## src/rtl/pipe_ctrl.sv

```systemverilog
// Pipeline hazard controller: per-stage hold vector, two-step exception flush,
// consecutive-stall watchdog and total stall-cycle counter.
module pipe_ctrl #(
  parameter int STALL_LIMIT = 255
) (
  input  logic        clk,
  input  logic        rst,
  input  logic        stallreq_id_i,
  input  logic        stallreq_ex_i,
  input  logic        stallreq_mem_i,
  input  logic        excp_i,
  input  logic [31:0] excp_addr_i,
  output logic [5:0]  stall_o,
  output logic        flush_o,
  output logic [31:0] new_pc_o,
  output logic        stall_timeout_o,
  output logic [31:0] stall_cycles_o
);

  typedef enum logic [1:0] {
    RUN,
    STALL,
    FLUSH_WAIT,
    FLUSH
  } state_e;

  localparam logic [8:0] LIM = 9'(STALL_LIMIT);

  state_e      state_q;
  logic [7:0]  cnt_q;
  logic [31:0] pc_q;
  logic        to_q;
  logic [31:0] cyc_q;

  logic        stall_act;
  logic [8:0]  cnt_inc;

  always_comb begin
    stall_o = 6'b000000;
    if (rst) begin
      case (state_q)
        FLUSH_WAIT: stall_o = 6'b111111;
        FLUSH:      stall_o = 6'b000000;
        default: begin
          if (excp_i)              stall_o = 6'b111111;
          else if (stallreq_mem_i) stall_o = 6'b011111;
          else if (stallreq_ex_i)  stall_o = 6'b001111;
          else if (stallreq_id_i)  stall_o = 6'b000111;
          else                     stall_o = 6'b000000;
        end
      endcase
    end
  end

  assign stall_act = |stall_o;
  assign cnt_inc   = {1'b0, cnt_q} + 9'd1;

  always_ff @(posedge clk or negedge rst) begin
    if (!rst) begin
      state_q <= RUN;
      cnt_q   <= 8'd0;
      pc_q    <= 32'h0;
      to_q    <= 1'b0;
      cyc_q   <= 32'h0;
    end else begin
      if (stall_act) begin
        cyc_q <= cyc_q + 32'd1;
        cnt_q <= (cnt_q == 8'hFF) ? cnt_q : cnt_inc[7:0];
        if (cnt_inc >= LIM) to_q <= 1'b1;
      end else begin
        cnt_q <= 8'd0;
      end
      case (state_q)
        RUN, STALL: begin
          if (excp_i) begin
            state_q <= FLUSH_WAIT;
            pc_q    <= excp_addr_i;
            cnt_q   <= 8'd0;
          end else begin
            state_q <= stall_act ? STALL : RUN;
          end
        end
        FLUSH_WAIT: state_q <= FLUSH;
        FLUSH:      state_q <= RUN;
        default:    state_q <= RUN;
      endcase
    end
  end

  // Gate with reset so a flush in progress never leaks out while held.
  assign flush_o         = rst && (state_q == FLUSH);
  assign new_pc_o        = pc_q;
  assign stall_timeout_o = to_q;
  assign stall_cycles_o  = cyc_q;

endmodule
```

## config.mk

```make
export PLATFORM = sky130hd
export DESIGN_NAME = pipe_ctrl
export DESIGN_NICKNAME = d
export VERILOG_FILES = /design/src/rtl/pipe_ctrl.sv
export SDC_FILE = /design/constraint.sdc
export NUM_CORES = 1
export LEC_CHECK = 0
export ABC_AREA = 1
export BUFFER_PORTS_ARGS = -buffer_cell sky130_fd_sc_hd__buf_2
export CORE_MARGIN = 2
export CORE_UTILIZATION = 55
export CTS_CLUSTER_SIZE = 40
export DETAILED_ROUTE_END_ITERATION = 10
export PLACE_DENSITY = 0.86
export RECOVER_POWER = 50
export SYNTH_ARGS = -nofsm -noshare
export SYNTH_HDL_FRONTEND = slang
export SYNTH_SLANG_ARGS = --single-unit
```

## constraint.sdc

```tcl
create_clock -name clk -period 2.4 [get_ports clk]
set_clock_uncertainty 0.05 [all_clocks]
set_input_delay 0.24 -clock clk [delete_from_list [all_inputs] [get_ports clk]]
set_output_delay 0.24 -clock clk [all_outputs]
set_load 0.02 [all_outputs]
```

==> qor.log <==
qor: timing.worst_slew_margin_rel -0.2176
qor: timing.max_freq 512.4 MHz
qor: clock_network.cts_inserted_buffers 9
qor: clock_network.clock_tree.buffer_depth 2
qor: final_layout.final_cell_utilization_of_the_core 0.6709
qor: synthesis.synth-main-ff-cell sky130_fd_sc_hd__dfrtp_1
qor: clock_network.cts_root_buffer sky130_fd_sc_hd__clkbuf_8
qor: global_route.initial_antenna_violation_count 0
qor: die.die_area 7609 um^2
qor: synthesis.yosysUniqueCellTypes 27
qor: die.num_io_pins 110
qor: run_status.violations_in_the_final_reports max-capacitance violations, max-slew violations
qor: timing.unrepaired_setup_endpoints_after_global_routing no
qor: setup_path.critical_path_cell_by_cell a21oi_2 > nand2_1 > nand3_2 > buf_4 > buf_2
qor: final_layout.area_delta_synth_final 18.98%
qor: detailed_routing.post_route_ant_nets 0
qor: power.power_leakage 2.089 nW
qor: global_route.grt_max_degree 76
qor: setup_path.cp_data_required_time 2110 ps
qor: power.worst_vdd_rail_ir_drop 639.6 uV
qor: final_layout.share_of_cells_above_drive_strength_1 0.2496
qor: detailed_routing.routed_wirelength 8.621 mm
qor: synthesis.syn-num-nets 480
qor: synthesis.post-synth-top-area-cell sky130_fd_sc_hd__dfrtp_1
qor: setup_path.critPathSlowestCell sky130_fd_sc_hd__dfrtp_1
qor: detailed_routing.detail_route.iter0.violations 234
qor: die.die_extent_in_y 87.23 um
qor: final_layout.layout.filler_cells 546
qor: detailed_routing.remaining_drc_errors 0
qor: timing.setup-violations-final 0
qor: synthesis.syn-mean-instance-area 8.679 um^2
qor: placed_design.gp_congestion 0.8459
qor: final_layout.diodes 0
qor: clock_network.tritoncts built
qor: synthesis.synth_enable_flop_cells 0
qor: power.power.density_cell_area 1015 nW/um^2
qor: synthesis.mappedNetlistArea 3810 um^2
qor: placed_design.dp_hpwl 6.451 mm
qor: setup_path.critical_path_buf_inv_count 2
qor: final_layout.fin_nets 593
qor: die.rows 30
qor: global_route.grt_pass1_wl 13.70 mm
qor: clock_network.cts.repair_timing.setup_buffer_count 0
qor: clock_network.htreeDepth 3
qor: synthesis.postSynthCellCount 439
qor: detailed_routing.routed_len_inst 13.53 um
qor: setup_path.setup.worst_path.start_class flip-flop
qor: setup_path.timing.critical_path.max_delay_family buffers and inverters
qor: detailed_routing.drt-vias-per-instance 5.204
qor: global_route.gr_usage_total 0.2314
qor: setup_path.worst-setup-path-type flip-flop to primary output
qor: detailed_routing.route.vias.total 3,315
qor: synthesis.cells_taking_the_most_area_after_synthesis sky130_fd_sc_hd__dfrtp_1 (49%), sky130_fd_sc_hd__nand2_1 (14%), sky130_fd_sc_hd__mux2_2 (9.5%), sky130_fd_sc_hd__nor2_1 (6.2%), sky130_fd_sc_hd__xnor2_1 (3.4%)
qor: setup_path.end_kind primary output
qor: setup_path.cp_data_arrival_time 1660 ps
qor: global_route.first_global_vias 3,037
qor: synthesis.synth_top_area_share 0.4926
qor: synthesis.postSynth.asyncResetShare 1.000
qor: placed_design.placement.io_buffers 109
qor: run_status.status finished with violations
qor: clock_network.clk_latency 350 ps
qor: clock_network.clkSinkCount 75
qor: synthesis.synth_most_common_cell sky130_fd_sc_hd__nand2_1
qor: worst_hold_path.worstHoldPathType primary input to flip-flop
qor: die.design.core.area 6756 um^2
qor: timing.slew_viol_final 76
qor: timing.setup_total_negative_slack 0 ps
qor: detailed_routing.detail_route.first_pass.iterations 4
qor: die.initial_core_util 0.5639
qor: timing.finalWorstPathRequiredPeriod 1951 ps
qor: timing.hold_viol 0
qor: timing.layout_worst_path_cycle_share 0.8131
qor: clock_network.clkSlewWorstSetupHoldPaths 80 ps
qor: clock_network.cts.repair.resized 0
qor: setup_path.max_stage_delay 420 ps
qor: timing.worst_slew_pin_slew 1826 ps
qor: synthesis.yosysWarnings 0
qor: synthesis.synth-seq-area-share 0.4926
qor: setup_path.register_to_register_setup_slack 740 ps
qor: synthesis.postSynthRegisterBits 75
qor: global_route.globalRoute.totalOverflow 0
qor: clock_network.holdBufCountCts 0
qor: flow_run.maxCapViolCount 1
qor: setup_path.critical_path.max_fanout 26
qor: die.floorplan.die.width 87.23 um
qor: synthesis.yosys-top-cells-count sky130_fd_sc_hd__nand2_1 (146), sky130_fd_sc_hd__dfrtp_1 (75), sky130_fd_sc_hd__nor2_1 (63)
stage by stage:
stage,area [um^2],setup WS [ps],hold WS [ps],power [W],cells
after CTS,4579,440.9,41.37,0.004694,637
after detailed placement,4410,758.8,401.1,0.003845,621
after floorplan,3810,887.0,-105.6,0.003234,439
final,4533,448.6,44.22,0.004599,637
after global placement,4410,806.4,395.9,0.003764,621
after global routing,4533,339.9,54.96,0.004875,637
kinds of logic (layout without fill, tap and decap cells):
| family | count (synthesis) | in the layout | synth area share |
|---|---|---|---|
| AO/OA/AOI/OAI | 21 | 21 | 0.03284 |
| XOR/XNOR | 18 | 18 | 0.04138 |
| adder cells (fa/ha/maj) | 3 | 3 | 0.009853 |
| buffers and inverters | 42 | 160 | 0.04992 |
| flip-flops | 75 | 75 | 0.4926 |
| multiplexers | 32 | 32 | 0.09458 |
| AND/OR/NAND/NOR | 248 | 248 | 0.2788 |
cell usage in the layout, fill, tap and decap left out, types with 2 or more instances in the layout:
cell                         instances
sky130_fd_sc_hd__nand3_2             3
sky130_fd_sc_hd__dfrtp_1            75
sky130_fd_sc_hd__xor2_1              3
sky130_fd_sc_hd__a21oi_1             6
sky130_fd_sc_hd__clkbuf_1           36
sky130_fd_sc_hd__ha_1                3
sky130_fd_sc_hd__xnor2_1            15
sky130_fd_sc_hd__buf_2              73
sky130_fd_sc_hd__nor2_4              3
sky130_fd_sc_hd__nor2_1             63
sky130_fd_sc_hd__nor2_2              3
sky130_fd_sc_hd__clkinvlp_4          3
sky130_fd_sc_hd__o21ai_0             4
sky130_fd_sc_hd__nand3_1            14
sky130_fd_sc_hd__inv_1              32
sky130_fd_sc_hd__o21bai_1            3
sky130_fd_sc_hd__buf_4               2
sky130_fd_sc_hd__mux2_2             32
sky130_fd_sc_hd__o21ai_1             5
sky130_fd_sc_hd__clkbuf_8            9
sky130_fd_sc_hd__clkinv_2            2
sky130_fd_sc_hd__nand2_2             3
sky130_fd_sc_hd__nand2_1           146
sky130_fd_sc_hd__nand3b_1           10
power breakdown:
part,total (W),internal (W),switching (W)
sequential,0.00194,0.00166,0.000286
clock,0.000856,0.000375,0.000481
combinational,0.00180,0.000641,0.00116
total,0.00460,0.00267,0.00192
layout make-up:
type                            count  area (um^2)  area share
Multi-Input combinational cell    322         1743      0.3845
Clock buffer                       10        127.6     0.02815
Clock inverter                      6        41.29    0.009108
Tap cell                           80        100.1     0.02208
Inverter                           32        120.1     0.02650
Timing Repair Buffer              112        524.3      0.1156
Sequential cell                    75         1877      0.4140
metal layers:
metal,global-route usage,up-vias,wire (um)
met5,0,-,0
met4,0.07972,0,92
met3,0.04645,9,532
met2,0.3727,103,4381
met1,0.3147,1584,3615
li1,-,1619,-
worst register-to-register path, stage by stage, from the launching register on:
cell                      delay [ps]
sky130_fd_sc_hd__dfrtp_1         410
sky130_fd_sc_hd__inv_1           100
sky130_fd_sc_hd__nand2_2         560
sky130_fd_sc_hd__mux2_2          420
sequential cells by signal, summed over array words and instances, names as in the netlist:
signal and count:
state_q 2, stall_timeout_o 1, cnt_q 8, new_pc_o 32
stall_cycles_o 32
path summary, 6_finish.rpt:
kind	from	end	depth (start not counted)
max in group asynchronous	rst	stall_cycles_o[25]	2
worst min-delay path	excp_i	cnt_q[7]	2
worst max-delay path	state_q[1]	stall_o[0]	5
worst max register to register	state_q[1]	new_pc_o[29]	3
worst min register to register	new_pc_o[16]	new_pc_o[16]	1
min in group asynchronous	rst	new_pc_o[30]	2
Note: power is estimated with default switching activity, not from simulation.
